## config.mk

```make
export PLATFORM = sky130hd
export DESIGN_NAME = reg_file_dbg_flat
export DESIGN_NICKNAME = d
export VERILOG_FILES = /design/src/rtl/reg_file_dbg_if.sv /design/src/rtl/reg_file_dbg.sv /design/src/flat_wrapper.sv
export SDC_FILE = /design/constraint.sdc
export NUM_CORES = 2
export LEC_CHECK = 0
export ABC_CLOCK_PERIOD_IN_PS = 32000
export BUFFER_PORTS_ARGS = -buffer_cell sky130_fd_sc_hd__buf_2
export CORE_ASPECT_RATIO = 1.5
export CORE_UTILIZATION = 55
export CTS_CLUSTER_SIZE = 16
export DETAILED_ROUTE_END_ITERATION = 6
export GPL_TIMING_DRIVEN = 1
export PLACE_DENSITY = 0.72
export RECOVER_POWER = 25
export SLEW_MARGIN = 30
export SYNTH_ARGS = -nofsm -noshare
export SYNTH_HDL_FRONTEND = slang
export SYNTH_SLANG_ARGS = --single-unit
```

## constraint.sdc

```tcl
create_clock -name i_clock -period 32 [get_ports i_clock]
set_input_delay 4.8 -clock i_clock [delete_from_list [all_inputs] [get_ports i_clock]]
set_output_delay 4.8 -clock i_clock [all_outputs]
set_load 0.1 [all_outputs]
```

## src/rtl/reg_file_dbg_if.sv

```systemverilog
// Bundle of the register-file access ports and the dump stream handshake.
// The slave modport faces the register file and the master modport faces whoever drives it.
interface reg_file_dbg_if #(
  parameter int DATA_WIDTH = 32,
  parameter int ADDR_WIDTH = 5
);

  logic                  i_regwrite;
  logic [ADDR_WIDTH-1:0] i_wraddr;
  logic [DATA_WIDTH-1:0] i_writedata;
  logic [ADDR_WIDTH-1:0] i_rs;
  logic [ADDR_WIDTH-1:0] i_rt;
  logic [DATA_WIDTH-1:0] o_regA;
  logic [DATA_WIDTH-1:0] o_regB;

  logic                  i_dump_start;
  logic                  i_dump_ready;
  logic                  o_dump_valid;
  logic [ADDR_WIDTH-1:0] o_dump_addr;
  logic [DATA_WIDTH-1:0] o_dump_data;
  logic                  o_dump_busy;
  logic                  o_dump_done;

  modport slave (
    input  i_regwrite, i_wraddr, i_writedata, i_rs, i_rt,
    input  i_dump_start, i_dump_ready,
    output o_regA, o_regB,
    output o_dump_valid, o_dump_addr, o_dump_data, o_dump_busy, o_dump_done
  );

  modport master (
    output i_regwrite, i_wraddr, i_writedata, i_rs, i_rt,
    output i_dump_start, i_dump_ready,
    input  o_regA, o_regB,
    input  o_dump_valid, o_dump_addr, o_dump_data, o_dump_busy, o_dump_done
  );

endinterface

```

## src/rtl/reg_file_dbg.sv

```systemverilog
// Register file with two combinational read ports and one write port.
// Also has a debug dump engine that streams every register out over a valid/ready handshake.
// Register 0 can be hardwired to zero.
// Same-cycle write-to-read forwarding on the read ports is optional.
module reg_file_dbg #(
  parameter int DATA_WIDTH = 32,
  parameter int ADDR_WIDTH = 5,
  parameter int ZERO_REG   = 1,
  parameter int BYPASS     = 1
) (
  input  logic           i_clock,
  input  logic           i_reset,
  reg_file_dbg_if.slave  bus
);

  localparam int DEPTH = 2 ** ADDR_WIDTH;
  localparam logic [ADDR_WIDTH-1:0] LastIdx = ADDR_WIDTH'(DEPTH - 1);
  localparam bit ZeroRegEn = (ZERO_REG != 0);
  localparam bit BypassEn  = (BYPASS != 0);

  typedef enum logic [1:0] {
    IDLE,
    SEND,
    DONE
  } dumpState_t;

  logic [DATA_WIDTH-1:0] regs_q [DEPTH];
  logic                  writeEn;

  dumpState_t            dumpState_q;
  dumpState_t            dumpState_d;
  logic [ADDR_WIDTH-1:0] dumpPtr_q;
  logic [ADDR_WIDTH-1:0] dumpPtr_d;

  // A write is dropped in two cases: it targets the hardwired zero register, or reset is active.
  // The forwarding path uses this same qualified enable, so it never shows data that will not be stored.
  always_comb begin
    writeEn = bus.i_regwrite && !i_reset;
    if (ZeroRegEn && (bus.i_wraddr == '0)) begin
      writeEn = 1'b0;
    end
  end

  // Storage array: cleared asynchronously on reset, otherwise written on the rising edge.
  always_ff @(posedge i_clock or posedge i_reset) begin
    if (i_reset) begin
      for (int i = 0; i < DEPTH; i++) begin
        regs_q[i] <= '0;
      end
    end else if (writeEn) begin
      regs_q[bus.i_wraddr] <= bus.i_writedata;
    end
  end

  // Read port A: stored value, then optional forwarding of an in-flight write, then the zero-register mask.
  always_comb begin
    bus.o_regA = regs_q[bus.i_rs];
    if (BypassEn && writeEn && (bus.i_wraddr == bus.i_rs)) begin
      bus.o_regA = bus.i_writedata;
    end
    if (ZeroRegEn && (bus.i_rs == '0)) begin
      bus.o_regA = '0;
    end
  end

  // Read port B: resolved exactly like port A but on its own index, so equal indices give equal data.
  always_comb begin
    bus.o_regB = regs_q[bus.i_rt];
    if (BypassEn && writeEn && (bus.i_wraddr == bus.i_rt)) begin
      bus.o_regB = bus.i_writedata;
    end
    if (ZeroRegEn && (bus.i_rt == '0)) begin
      bus.o_regB = '0;
    end
  end

  // Dump engine state and beat pointer; reset aborts any dump in progress without a done pulse.
  always_ff @(posedge i_clock or posedge i_reset) begin
    if (i_reset) begin
      dumpState_q <= IDLE;
      dumpPtr_q   <= '0;
    end else begin
      dumpState_q <= dumpState_d;
      dumpPtr_q   <= dumpPtr_d;
    end
  end

  // Dump next-state and outputs.
  // A dump beat carries the stored value only, with no forwarding.
  // A write landing on the current index therefore shows up after its edge.
  always_comb begin
    dumpState_d      = dumpState_q;
    dumpPtr_d        = dumpPtr_q;
    bus.o_dump_valid = 1'b0;
    bus.o_dump_addr  = '0;
    bus.o_dump_data  = '0;
    bus.o_dump_busy  = 1'b0;
    bus.o_dump_done  = 1'b0;

    case (dumpState_q)
      IDLE: begin
        if (bus.i_dump_start) begin
          dumpState_d = SEND;
          dumpPtr_d   = '0;
        end
      end

      SEND: begin
        bus.o_dump_valid = 1'b1;
        bus.o_dump_busy  = 1'b1;
        bus.o_dump_addr  = dumpPtr_q;
        bus.o_dump_data  = regs_q[dumpPtr_q];
        if (ZeroRegEn && (dumpPtr_q == '0)) begin
          bus.o_dump_data = '0;
        end
        if (bus.i_dump_ready) begin
          if (dumpPtr_q == LastIdx) begin
            dumpState_d = DONE;
            dumpPtr_d   = '0;
          end else begin
            dumpPtr_d = dumpPtr_q + ADDR_WIDTH'(1);
          end
        end
      end

      DONE: begin
        bus.o_dump_busy = 1'b1;
        bus.o_dump_done = 1'b1;
        dumpState_d     = IDLE;
      end

      default: begin
        dumpState_d = IDLE;
        dumpPtr_d   = '0;
      end
    endcase
  end

endmodule

```

## src/flat_wrapper.sv

```systemverilog
// flat-port wrapper written by rule: the top's interface ports become plain ports
module reg_file_dbg_flat 
#(
  parameter int DATA_WIDTH = 32,
  parameter int ADDR_WIDTH = 5,
  parameter int ZERO_REG   = 1,
  parameter int BYPASS     = 1
)
  (i_clock, i_reset, bus_i_regwrite, bus_i_wraddr, bus_i_writedata, bus_i_rs, bus_i_rt, bus_i_dump_start, bus_i_dump_ready, bus_o_regA, bus_o_regB, bus_o_dump_valid, bus_o_dump_addr, bus_o_dump_data, bus_o_dump_busy, bus_o_dump_done);
  reg_file_dbg_if #(.DATA_WIDTH(DATA_WIDTH), .ADDR_WIDTH(ADDR_WIDTH)) bus_i ();
  input  logic i_clock;
  input  logic i_reset;
  input wire logic [$bits(bus_i.i_regwrite)-1:0] bus_i_regwrite;
  input wire logic [$bits(bus_i.i_wraddr)-1:0] bus_i_wraddr;
  input wire logic [$bits(bus_i.i_writedata)-1:0] bus_i_writedata;
  input wire logic [$bits(bus_i.i_rs)-1:0] bus_i_rs;
  input wire logic [$bits(bus_i.i_rt)-1:0] bus_i_rt;
  input wire logic [$bits(bus_i.i_dump_start)-1:0] bus_i_dump_start;
  input wire logic [$bits(bus_i.i_dump_ready)-1:0] bus_i_dump_ready;
  output wire logic [$bits(bus_i.o_regA)-1:0] bus_o_regA;
  output wire logic [$bits(bus_i.o_regB)-1:0] bus_o_regB;
  output wire logic [$bits(bus_i.o_dump_valid)-1:0] bus_o_dump_valid;
  output wire logic [$bits(bus_i.o_dump_addr)-1:0] bus_o_dump_addr;
  output wire logic [$bits(bus_i.o_dump_data)-1:0] bus_o_dump_data;
  output wire logic [$bits(bus_i.o_dump_busy)-1:0] bus_o_dump_busy;
  output wire logic [$bits(bus_i.o_dump_done)-1:0] bus_o_dump_done;
  assign bus_i.i_regwrite = bus_i_regwrite;
  assign bus_i.i_wraddr = bus_i_wraddr;
  assign bus_i.i_writedata = bus_i_writedata;
  assign bus_i.i_rs = bus_i_rs;
  assign bus_i.i_rt = bus_i_rt;
  assign bus_i.i_dump_start = bus_i_dump_start;
  assign bus_i.i_dump_ready = bus_i_dump_ready;
  assign bus_o_regA = bus_i.o_regA;
  assign bus_o_regB = bus_i.o_regB;
  assign bus_o_dump_valid = bus_i.o_dump_valid;
  assign bus_o_dump_addr = bus_i.o_dump_addr;
  assign bus_o_dump_data = bus_i.o_dump_data;
  assign bus_o_dump_busy = bus_i.o_dump_busy;
  assign bus_o_dump_done = bus_i.o_dump_done;
  reg_file_dbg #(.DATA_WIDTH(DATA_WIDTH), .ADDR_WIDTH(ADDR_WIDTH), .ZERO_REG(ZERO_REG), .BYPASS(BYPASS)) u_core (.i_clock(i_clock), .i_reset(i_reset), .bus(bus_i));
endmodule
```

# [Word level (Yosys, flattened, before mapping)]
# Cells that the tools add are included.
[totals] input_bits=52 wordCells=97 register_bits=1031 out_inout_bits=104
[classes] eq_ne=8 add_sub_neg=1 n_mux=31 reduce_logical=13 bitwise_logic=5 n_lt_le_gt_ge=5
[op_table] operator="$bwmux W1024" count=1
[op_table] operator="$bmux W32 S5" count=3
[op_table] operator="$mux W32" count=13
[op_table] operator="$demux W32 S5" count=1
[op_table] operator="$ge A6 B6 Y1 const B" count=4
[op_table] operator="$not A5 Y6" count=4
[op_table] operator="$logic_not A5 Y1" count=4
[op_table] operator="$mux W5" count=4
[op_table] operator="$pmux W5 S3" count=1
[op_table] operator="$eq A5 B5 Y1" count=2
[op_table] operator="$lt A6 B1 Y1 const B" count=1
[op_table] operator="$mux W2" count=3
[op_table] operator="$reduce_and A3 Y1" count=2
[op_table] operator="$add A5 B1 Y5 const B" count=1
[op_table] operator="$eq A5 B5 Y1 const B" count=1
[op_table] operator="$logic_and A1 B1 Y1" count=4
[op_table] operator="$mux W1" count=4
[op_table] operator="$ne A2 B2 Y1 const B" count=2
[op_table] operator="$pmux W2 S2" count=1
[op_table] operator="$eq A2 B1 Y1 const B" count=1
[op_table] operator="$eq A2 B2 Y1 const B" count=1
[op_table] operator="$logic_not A2 Y1" count=1
[op_table] operator="$ne A2 B1 Y1 const B" count=1
[op_table] operator="$reduce_or A2 Y1" count=1
[op_table] operator="2 further kinds" count=2

# [Longest topological paths before layout]
[depth] ltp_word=6 ltp_mapped=11 mapped_depth_nobuf=7

# [Worst setup path after synthesis]
# Ideal clock, no wire load.
[synth_timing] kind="input to output" start="in bus_i_rt[0]" end="out bus_o_regB[12]" t_required_ns=27.200 path_stages=9 arrival_time_ns=7.780 n_path_buf=4 path_slack_ns=19.420 cell_sequence="buf_6 buf_12 buf_8 buf_8 mux2i_1 a221oi_1 nand3_1 a31o_1 a31oi_1"
[synth_between] elab_chain_len=6 word_cells_on_any_way=9 cone_classes="eq/ne (1); mux (5); bitwise (1); reduce/logical (2)"
[synth_rtl] item="start, declared" line="flat_wrapper.sv:17" rtl="input wire logic [$bits(bus_i.i_rt)-1:0] bus_i_rt;"
[synth_rtl] item="$not A5 Y6 (not written as such)" line="reg_file_dbg.sv:68" rtl="bus.o_regB = regs_q[bus.i_rt];"
[synth_rtl] item="$bmux W32 S5" line="reg_file_dbg.sv:68"
[synth_rtl] item="$mux W32 (not written as such) (2 in a row)" line="reg_file_dbg.sv:68"
[synth_rtl] item="$mux W32" line="reg_file_dbg.sv:69" rtl="if (BypassEn && writeEn && (bus.i_wraddr == bus.i_rt)) begin"
[synth_rtl] item="$mux W32 (*)" line="reg_file_dbg.sv:72" rtl="if (ZeroRegEn && (bus.i_rt == '0)) begin"
[synth_rtl] item="end, declared" line="flat_wrapper.sv:21" rtl="output wire logic [$bits(bus_i.o_regB)-1:0] bus_o_regB;"
# Mark *: on every way between the ends. The rest lies on a longest branch, timed or not. The select of a mux whose other input is x is not followed.

# [Worst setup path in the final report]
[layout_timing] start="in bus_i_rt[1]" end="out bus_o_regB[15]"
# The elaborated chain is that of the path after synthesis.

==> metrics.yaml <==
status: "complete, but fails checks"
nets: 4467
yosys.area.top_type_share_pct: 40.15
swShare_pct: 34.38
min_path_type: "flop to flop"
cts.path.max_buffers: 3
regArea_um2: 25810
viasPerCell: 7.964
die-area_um2: 118200
synth.net_count: 4598
crit_path_top_delay_cell: "a21oi_1"
clk_pin_slew_worst_paths_ps: 60
core_area_um2: 115800
antenna_found_initial: 35
syn_area_per_cell_um2: 14.15
io_buffer_count: 155
path_cells: "buf_6 -> buf_4 -> inv_1 -> buf_4 -> nand2_1 -> buf_4 -> o22ai_1 -> o22a_1 -> a21oi_1 -> buf_2"
yosys.cell_types.count: 72
ctsHoldBuffers: 0
synthArstFlopShare_pct: 100.0
clock_latency_ps: 740
path_class: "input port to output port"
grt_pass1_vias: 47320
path_max_fanout: 48
ant_nets: 0
dp_hpwl_um: 143500
hold_viol: 0
yosysWarnings: 0
internal_power_uw: 2839
synth_seq_cells: 1031
ys_seq_area_share_pct: 40.15
leakagePower_uw: 0.03002
grt_use_total_pct: 42.55
vdd_drop_max_v: 0.00005291
yosysTopAreaCell: "dfrtp_1"
row_count: 153
gp_congestion: 0.9154
tritoncts: "done"
r2r_slack_ps: 29450
finalSetupViolations: 0
fmax_mhz: 70.96
critPathMostFrequentCell: "buf_4"
multi_input_area_um2: 35830
grt_max_degree: 180
cts_num_sinks: 1031
numCtsBuffers: 104
fillerInstances: 8982
wl_per_cell_um: 40.93
cts_setup_buffers: 0
startpoint_type: "input port"
postSynthCellCount: 4540
initial_utilization_pct: 55.48
drt_iter0_drc: 7370
rsz0062_at_grt: "false"
slew_headroom_pct: -179.5
clockPowerShare_pct: 30.3
layout-drive-gt1-share_pct: 47.92
grt_pass1_wl_um: 352000
min_period_ps: 14090
p_switching_uw: 1488
io_pins: 156
drv_slew: 555
dieHeight_um: 420.6
arrival_ps: 9290
tightest_slew_ps: 4193
drt_wl_total_um: 248200
violations: "max-capacitance violations, max-slew violations"
yosysMostFrequentCell: "dfrtp_1"
pre_cts_slack_ps: 17280
tns_ps: 0
fp.dieW_um: 281.1
drcViolationCount: 0
report.power.total_uw: 4327
cts_resized: 0
synth_edf_count: 0
max_stage_delay_ps: 740
fin_ws_ps: 17910
fin_crit_sh_pct: 44.04
cp-end-kind: "output port"
firstDrtPassIters: 6
netlist_area_um2: 64250
synth-main-ff-cell: "dfrtp_1"
power_density_nw_per_um2: 62.39
via_count: 48300
synth_area_leaders: "dfrtp_1 40%, mux4_2 22%, mux2_2 17%, mux2i_1 5.9%, a221oi_1 1.5%"
p_comb_share_pct: 31.0
synth_commonest_cells: "1031 x dfrtp_1, 994 x mux2_2, 639 x mux4_2"
cp.required_ps: 27200
hold_ws_ps: 416.1
drv_cap: 10
clock-skew-final_ps: 4.725
root_buffer: "clkbuf_16"
grt.overflow.total: 0
htreeDepth: 3
seqPwrFrac_pct: 38.7
syn2layout_area_growth_pct: 7.943
==> path summary, 6_finish.rpt <==
path	start	endpoint	cells after the start
worst max-delay path	bus_i_rt[1]	bus_o_regB[15]	10
worst min-delay path	u_core.regs_q[1008]	u_core.regs_q[1008]	0
worst max register to register	u_core.dumpPtr_q[2]	u_core.dumpPtr_q[2]	7
worst min register to register	u_core.regs_q[1008]	u_core.regs_q[1008]	0
max in group asynchronous	i_reset	u_core.regs_q[540]	6
min in group asynchronous	i_reset	u_core.regs_q[687]	2
==> worst max-delay path, delay by kind of cell <==
kind	cells	cell delay (ps)
and+or+nand+nor	1	130
buffers and inverters	6	2950
AOI/OAI and AO/OA	3	1250
==> power groups by stage <==
stage	Combinational [uW]	Sequential, uW	Clock [uW]
final	1340	1680	1310
after global routing	1390	1690	1360
after CTS	1310	1660	1310
after detailed placement	1310	1690	0
after global placement	1290	1670	0
after floorplan	1050	1600	0
==> cells in the final DEF, fill, tap and decap left out, types with 14 or more instances in the layout <==
cell,n
nor2_1,44
clkbuf_8,21
o22ai_1,66
a22o_1,17
mux2i_1,380
clkbuf_1,38
o21ai_0,139
mux4_2,639
clkbuf_16,104
a211oi_1,14
diode_2,21
buf_4,109
a221o_1,22
a22oi_1,47
nor2_4,14
buf_2,146
nand3_1,14
dfrtp_1,1028
a221oi_1,110
nand2b_1,17
clkinv_2,14
mux2_2,994
o22a_1,25
nor3_1,23
nand2_1,95
inv_1,34
a21oi_1,57
==> cell type report <==
type                            instances  share of cell area, %
Multi-Input combinational cell       2939                  51.66
Tap cell                             1550                  2.796
Antenna cell                           21                0.07577
Clock buffer                          150                  4.304
Clock inverter                         40                 0.8190
Timing Repair Buffer                  291                  2.894
Sequential cell                      1031                  37.21
Inverter                               42                 0.2327
==> per-layer routing <==
metal | vias to the layer above | global-route usage (%) | wire, um
li1 | 17750 | - | -
met1 | 25100 | 51.16 | 81590
met2 | 4078 | 60.77 | 107600
met3 | 1332 | 16.64 | 35190
met4 | 40 | 33.96 | 23510
met5 | - | 0 | 264
==> stage by stage <==
| step | utilization [%] | std cells | area (um2) |
|---|---|---|---|
| 5_1_grt | 59.85 | 6049 | 69320 |
| 2_1_floorplan | - | 4540 | 64260 |
| 3_5_place_dp | 56.69 | 5847 | 65660 |
| 4_1_cts | 59.76 | 6037 | 69210 |
| 3_3_place_gp | 56.60 | 5844 | 65550 |
| 6_report | 59.88 | 6064 | 69360 |
==> cells by family after synthesis <==
family                     synth area share, %
DFF                                      40.15
adders and majority gates               0.1168
and+or+nand+nor                          2.284
xor gates and xnor gates                0.1363
buffers and inverters                    4.603
muxes                                    46.14
AOI/OAI and AO/OA                        6.570
==> sequential cells by signal (all words and copies together) (netlist names) <==
name and cells:
u_core.dumpState_q 2, u_core.regs_q 1024, u_core.dumpPtr_q 5
(Power assumes the default switching activity.)
